**src/rtl/airi5c_uart_rx.sv**
```systemverilog
// UART receiver: 2-FF synchronised rxd, bit-centre sampling of 5-8 data bits with optional parity and 1/2 stop bits.
// Completion pulses (push or exactly one error) are registered and appear one cycle after the last stop-bit sample.
module airi5c_uart_rx #(
    parameter int DIV_WIDTH = 16
) (
    input  logic                 clk,
    input  logic                 reset,
    input  logic                 rx_en,
    input  logic [DIV_WIDTH-1:0] clk_div,
    input  logic [1:0]           data_bits,
    input  logic [1:0]           parity,
    input  logic                 stop_bits,
    input  logic                 rxd,
    input  logic                 fifo_full,
    output logic                 push,
    output logic [7:0]           data_out,
    output logic                 frame_error,
    output logic                 parity_error,
    output logic                 overflow_error,
    output logic                 busy
);

    typedef enum logic [2:0] {IDLE, START, DATA, PARITY, STOP} state_t;

    state_t               state, state_nxt;
    logic                 rxd_m, rxd_s, rxd_prev;
    logic [DIV_WIDTH-1:0] cnt, div_l, div_eff;
    logic [2:0]           nbits_l, bit_cnt;
    logic                 par_en_l, par_odd_l, two_stop_l;
    logic [7:0]           shreg, aligned;
    logic                 par_acc, par_err, frm_err, frm_now;
    logic                 fall, expire, samp;
    logic                 load_half, load_full, finish;

    assign div_eff = (clk_div < DIV_WIDTH'(4)) ? DIV_WIDTH'(4) : clk_div;
    assign fall    = rxd_prev & ~rxd_s;
    assign expire  = (cnt == '0);
    assign samp    = expire & rx_en;
    // nbits_l holds N-1, so 7-nbits_l is the number of unused MSBs to shift away.
    assign aligned = shreg >> (3'd7 - nbits_l);
    assign frm_now = frm_err | ~rxd_s;
    assign busy    = (state != IDLE);

    always_ff @(posedge clk) begin
        if (reset) state <= IDLE;
        else       state <= state_nxt;
    end

    always_comb begin
        state_nxt = state;
        load_half = 1'b0;
        load_full = 1'b0;
        finish    = 1'b0;
        if (!rx_en) begin
            state_nxt = IDLE;
        end else begin
            case (state)
                IDLE: if (fall) begin
                    state_nxt = START;
                    load_half = 1'b1;
                end
                START: if (expire) begin
                    if (rxd_s) begin
                        state_nxt = IDLE;
                    end else begin
                        state_nxt = DATA;
                        load_full = 1'b1;
                    end
                end
                DATA: if (expire) begin
                    load_full = 1'b1;
                    if (bit_cnt == nbits_l) state_nxt = par_en_l ? PARITY : STOP;
                end
                PARITY: if (expire) begin
                    load_full = 1'b1;
                    state_nxt = STOP;
                end
                STOP: if (expire) begin
                    if (two_stop_l && bit_cnt == 3'd0) begin
                        load_full = 1'b1;
                    end else begin
                        finish    = 1'b1;
                        state_nxt = IDLE;
                    end
                end
                default: state_nxt = IDLE;
            endcase
        end
    end

    always_ff @(posedge clk) begin
        if (reset) begin
            rxd_m          <= 1'b1;
            rxd_s          <= 1'b1;
            rxd_prev       <= 1'b1;
            cnt            <= '0;
            div_l          <= '0;
            nbits_l        <= '0;
            bit_cnt        <= '0;
            par_en_l       <= 1'b0;
            par_odd_l      <= 1'b0;
            two_stop_l     <= 1'b0;
            shreg          <= '0;
            par_acc        <= 1'b0;
            par_err        <= 1'b0;
            frm_err        <= 1'b0;
            push           <= 1'b0;
            data_out       <= '0;
            frame_error    <= 1'b0;
            parity_error   <= 1'b0;
            overflow_error <= 1'b0;
        end else begin
            rxd_m          <= rxd;
            rxd_s          <= rxd_m;
            rxd_prev       <= rxd_s;
            push           <= 1'b0;
            frame_error    <= 1'b0;
            parity_error   <= 1'b0;
            overflow_error <= 1'b0;

            // Frame format is captured at the start edge and held for the whole frame.
            if (load_half) begin
                cnt        <= (div_eff >> 1) - DIV_WIDTH'(1);
                div_l      <= div_eff;
                nbits_l    <= {1'b1, data_bits};
                par_en_l   <= parity[0] ^ parity[1];
                par_odd_l  <= parity[1];
                two_stop_l <= stop_bits;
            end else if (load_full) begin
                cnt <= div_l - DIV_WIDTH'(1);
            end else if (!expire) begin
                cnt <= cnt - DIV_WIDTH'(1);
            end

            if (samp) begin
                case (state)
                    START: begin
                        bit_cnt <= '0;
                        par_acc <= 1'b0;
                        par_err <= 1'b0;
                        frm_err <= 1'b0;
                    end
                    DATA: begin
                        shreg   <= {rxd_s, shreg[7:1]};
                        par_acc <= par_acc ^ rxd_s;
                        bit_cnt <= (state_nxt == DATA) ? bit_cnt + 3'd1 : 3'd0;
                    end
                    PARITY: par_err <= par_odd_l ? ~(par_acc ^ rxd_s) : (par_acc ^ rxd_s);
                    STOP: begin
                        frm_err <= frm_now;
                        bit_cnt <= bit_cnt + 3'd1;
                    end
                    default: ;
                endcase
            end

            if (finish) begin
                data_out <= aligned;
                if (frm_now)        frame_error    <= 1'b1;
                else if (par_err)   parity_error   <= 1'b1;
                else if (fifo_full) overflow_error <= 1'b1;
                else                push           <= 1'b1;
            end
        end
    end

endmodule

```
**config.mk**
```make
export PLATFORM = sky130hd
export DESIGN_NAME = airi5c_uart_rx
export DESIGN_NICKNAME = d
export VERILOG_FILES = /design/src/rtl/airi5c_uart_rx.sv
export SDC_FILE = /design/constraint.sdc
export NUM_CORES = 1
export LEC_CHECK = 0
export ABC_AREA = 1
export CAP_MARGIN = 0
export CELL_PAD_IN_SITES_DETAIL_PLACEMENT = 1
export CELL_PAD_IN_SITES_GLOBAL_PLACEMENT = 2
export CORE_MARGIN = 4
export CORE_UTILIZATION = 33
export CTS_BUF_LIST = sky130_fd_sc_hd__clkbuf_8
export DETAILED_ROUTE_END_ITERATION = 6
export PLACE_DENSITY = 0.8
export SYNTH_ARGS = -nofsm -noshare
export SYNTH_HDL_FRONTEND = slang
export SYNTH_SLANG_ARGS = --single-unit
```
**constraint.sdc**
```tcl
create_clock -name clk -period 3 [get_ports clk]
set_input_delay 0.9 -clock clk [delete_from_list [all_inputs] [get_ports clk]]
set_output_delay 0.9 -clock clk [all_outputs]
set_load 0.005 [all_outputs]
```
### After elaboration in Yosys (flattened, before gate mapping)

Index checks and enable logic that the tools add are counted.

* memory bits (writable): 0
* bits in latches: 0
* bits in read-only memories: 0
* logic and storage cells: 99
* memories kept: 0
* register bits after elaboration: 70
* output and inout bits: 13

* magnitude comparators: 1
* equal/unequal tests: 7
* multiply operators: 0
* shift operators: 1
* add/sub/neg operators: 5
* bitwise logic cells: 8
* divide/modulo/power cells: 0
* multiplexer cells: 39
* reductions and logical operators: 18

Operator list (number)
* two-way mux 16 bit: 4
* subtractor 16 x 1 -> 16 bit, second input constant: 2
* two-way mux 3 bit: 10
* two-way mux 1 bit: 18
* logical NOT 16 bit: 1
* < comparator 16 x 3 -> 1 bit, second input constant: 1
* subtractor 15 x 1 -> 16 bit, second input constant: 1
* case mux 3 bit (5 select lines): 1
* AND reduction 2 bit: 5
* == test 3 x 2 -> 1 bit, second input constant: 3
* case mux 3 bit (3 select lines): 1
* right shift 8 x 3 -> 8 bit: 1
* logical NOT 3 bit: 2
* case mux 1 bit (2 select lines): 3
* nonzero test 2 bit: 3
* nonzero test 3 bit: 2
* OR reduction 2 bit: 2
* OR reduction 4 bit: 1
* adder 3 x 1 -> 3 bit, second input constant: 1
* == test 3 x 1 -> 1 bit, second input constant: 1
* == test 3 bit: 1
* == test 3 bit, second input constant: 1
* inequality test 3 x 1 -> 1 bit, second input constant: 1
* inverter 1 bit: 3
* other kinds (8): 10

### Longest topological paths before layout

* depth in word-level cells: 9
* depth in mapped cells: 20
* mapped depth without buffers: 19

### Least setup slack after synthesis

Ideal clock, no wire load.

* path type: input port to flip-flop
* start point: input rx_en
* end point: register cnt[12]
* buffers on the path: 1
* cell stages on the path: 15
* data arrival time: 2360 ps
* slack: 515 ps
* library setup time: 125 ps
* cells stage by stage: nand3_2 > nor2_4 > nand2_4 > nand2_4 > buf_12 > nand2_4 > a21oi_4 > ha_1 > nand3_1 > nor2_1 > nand2_1 > o21bai_1 > nand2_1 > nand2_1 > nor2_2

* longest elaborated chain between the ends: 3
* elaborated cells on any way between the ends: 5
* those cells by class: 1 x eq/ne; 4 x mux

Ends and longest elaborated chain
* from (decl): RTL line 8 `input logic rx_en,`
* two-way mux 1 bit: RTL line 54 `if (!rx_en) begin`
* two-way mux 16 bit: RTL line 129 `end else if (load_full) begin`
* two-way mux 16 bit: RTL line 122 `if (load_half) begin`
* to (signal assigned): RTL line 123 `cnt <= (div_eff >> 1) - DIV_WIDTH'(1);`
* to (signal assigned): RTL line 130 `cnt <= div_l - DIV_WIDTH'(1);`
* to (signal assigned): RTL line 132 `cnt <= cnt - DIV_WIDTH'(1);`
* to (decl): RTL line 27 `logic [DIV_WIDTH-1:0] cnt, div_l, div_eff;`

Several ways; a longest one is shown, not always the timed one.
A chain may end at the register's enable or synchronous reset.

### Worst setup path in the final report

* start point: input clk_div[5]
* end point: register cnt[13]

* longest elaborated chain between the ends: 4

Ends and longest elaborated chain
* from (decl): RTL line 9 `input logic [DIV_WIDTH-1:0] clk_div,`
* < comparator 16 x 3 -> 1 bit: RTL line 35 `assign div_eff = (clk_div < DIV_WIDTH'(4)) ? DIV_WIDTH'(4) : clk_div;`
* two-way mux 16 bit *: RTL line 35
* subtractor 15 x 1 -> 16 bit *: RTL line 123
* two-way mux 16 bit *: RTL line 122

Every way passes the cells marked *; elsewhere a longest branch is shown, timed or not.

==> results.yml <==
power_and_ir_drop:
  p_leak_nw: 2.028
  pwr_density_cell_nw_per_um2: 709.1
  power.total_mw: 3.365
  vdd_drop_max_mv: 0.2468
cells_and_area:
  area_growth_pct: 27.16
  fillers: 1389
  drive_gt1_share_pct: 17.69
  diodes: 0
  fin_nets: 640
synthesis:
  synth_top_cell_by_area: "dfxtp_1"
  synthArstFlopShare_pct: 0
  yosysTopAreaCellShare_pct: 37.56
  ys_warn_count: 0
  synth_edf_count: 0
  syn_nets: 573
  ys.flop_type: "dfxtp_1"
  synth.area.top_cells: "dfxtp_1 38%, nand2_1 13%, inv_1 6.7%"
  syn_area_per_cell_um2: 6.859
  ys_ff_latch: 70
  syn_area_um2: 3731
  yosysSeqAreaShare_pct: 37.56
  yosysUniqueCellTypes: 41
  syn_inst: 544
die:
  chipHeight_um: 114.3
  die_x_um: 114.3
  std_cell_rows: 38
  initial_core_util_pct: 34.12
  core_region_area_um2: 10940
  ios: 39
  die_area_um2: 13070
global_route:
  grt_pass1_wl_um: 18860
  antenna_found_initial: 0
  track_usage_pct: 18.12
  grt_pass1_vias: 3746
  grt.overflow.total: 0
  grt_max_degree: 29
sta:
  worst_pin_slew_ns: 0.6208
  max_freq_ghz: 0.3589
  hold_viol: 0
  finalCritPeriodShare_pct: 92.88
  fin_skew_ns: 0.01703
  setup_slack_ns: 0.2135
  relSlewSlack_pct: 58.29
  drv_slew: 0
  whs_ns: 0.4242
  grt_setup_unrepaired: "false"
  min_period_ns: 2.787
  finalSetupViolCount: 0
  finalSetupTns_ns: 0
clock_tree:
  numCtsBuffers: 9
  cts_htree_levels: 3
  tritoncts: "built"
  clock_path_buffers: 2
  cts.sinks: 70
  ctsHoldBuffers: 0
  root_buffer: "clkbuf_8"
  worst_skew_pair.late_latency_ns: 0.36
  path_clk_slew_ns: 0.09
place:
  hpwl_um: 8566
  io_buffer_count: 38
  pre_cts_ws_ns: -0.2283
  place_congestion: 0.7916
setup_path:
  crit_family: "simple AND/OR/NAND/NOR gates"
  crit_chain: "clkdlybuf4s50_1 -> nor4_2 -> nand4_1 -> nand2_1 -> nor2_1 -> a21oi_4 -> buf_4 -> buf_4 -> nand3_4 -> nor2_2 -> nand2_1 -> nand2_1 -> a21oi_1"
  regToRegSetupSlack_ns: 0.47
  crit_fanout: 3
  cp_common_cell: "nand2_1"
  cpMaxStageDelayCell: "clkdlybuf4s50_1"
  timing.rr.start: "state[1]$_SDFF_PP0_"
  crit_path_max_incr_delay_ns: 0.44
  crit_buf_inv: 3
  startpoint_type: "primary input"
  startpoint: "clk_div[5]"
  critPathKind: "in -> reg"
  crit_required_ns: 3.23
  worstPathArrival_ns: 3.02
  worst_setup_path_end_kind: "flop"
run:
  max_cap_violations: 0
routing:
  firstDrtPassIters: 4
  routed_wirelength_um: 11150
  wl_per_cell_um: 14.74
  vias_per_cell: 4.787
  drc: 0
  drt_iter0_drc: 163
  antenna_left: 0
  vias: 3619
run_status:
  status: "complete, no violations"
hold_path:
  hp-start: "rxd_m$_SDFF_PP1_"
  min_path_type: "reg -> reg"
==> layer usage <==
layer / track usage (%) / vias up / share of wire [%]
met1: 26.58 / 1694 / 54
met5: 0 / - / 0
met2: 27.28 / 47 / 42
met4: 5.938 / 0 / 1.4
met3: 2.537 / 14 / 2.8
li1: - / 1864 / -
==> kinds of logic after synthesis <==
kind of cell | after synthesis | share of synthesized area, %
multiplexers | 1 | 0.2683
flip-flops | 70 | 37.56
AO/OA/AOI/OAI | 97 | 14.65
adder cells (fa/ha/maj) | 3 | 1.006
AND/OR/NAND/NOR | 278 | 34.64
buffers and inverters | 85 | 9.524
XOR/XNOR | 10 | 2.347
==> repair_timing <==
action | in CTS | in global routing
setup buffers | 0 | 1
gates resized for setup | 0 | 17
setup endpoints to repair | 0 | 5
==> cell usage after synthesis (4+ instances only) <==
library cell / n
inv_1: 67
o21ai_0: 33
nand2_2: 20
xnor2_1: 4
xor2_1: 6
clkbuf_1: 11
a21oi_1: 44
nor2_2: 10
nor3_1: 12
nand2_4: 5
nand2_1: 129
dfxtp_1: 70
nor2_1: 60
nand3_1: 23
nand4_1: 6
a31oi_1: 7
==> area by class of cell <==
| cell class | instances | area [um^2] | share of cell area, % |
|---|---|---|---|
| Clock buffer | 10 | 137.6 | 2.901 |
| Clock inverter | 6 | 68.82 | 1.450 |
| Inverter | 69 | 259.0 | 5.459 |
| Multi-Input combinational cell | 389 | 2037 | 42.93 |
| Sequential cell | 70 | 1401 | 29.54 |
| Tap cell | 140 | 175.2 | 3.692 |
| Timing Repair Buffer | 72 | 665.6 | 14.03 |
==> cell usage in the layout (no fill, tap or decap), types with 2 or more instances in the layout <==
cell type,n
inv_1,67
ha_1,2
nor3_1,12
a21oi_1,44
nand2_4,5
nand2_2,23
nand2_1,126
buf_4,32
buf_12,2
a31oi_1,7
xor2_1,6
nand4_1,6
nor2_2,11
nor2_4,6
a21oi_4,2
nand3_1,22
nand3_2,2
or2_2,3
dfxtp_1,70
dlymetal6s2s_1,2
clkbuf_8,10
clkinv_4,2
nor4_2,2
o31ai_1,2
o21ai_0,33
xnor2_1,4
clkdlybuf4s50_1,36
a211oi_1,2
nor2_1,56
==> per-stage QoR <==
step | std cells | util (%) | area [um^2]
after floorplan | 544 | - | 3731
after global placement | 739 | 40.81 | 4463
after detailed placement | 739 | 40.81 | 4463
after CTS | 755 | 42.70 | 4669
after global routing | 756 | 43.39 | 4745
final | 756 | 43.39 | 4745
==> state kept, by name, summed over array words and instances, names as in the netlist, 3 cells and up <==
name and flops:
cnt 16, state 3, data_out 8, nbits_l 3, bit_cnt 3, div_l 16, shreg 8
==> path summary, 6_finish.rpt <==
kind	endpoint	depth (start not counted)
worst max-delay path	cnt[13]$_SDFFE_PP0P_	13
worst min-delay path	rxd_s$_SDFF_PP1_	1
worst max register to register	cnt[13]$_SDFFE_PP0P_	18
worst min register to register	rxd_s$_SDFF_PP1_	1
==> power by group <==
part | internal, mW | leakage [nW] | switching, mW
registers | 1.03 | 0.568 | 0.0589
clock network | 0.411 | 0.103 | 0.398
logic | 0.567 | 1.36 | 0.900
total | 2.01 | 2.03 | 1.36
(Power assumes the default switching activity.)
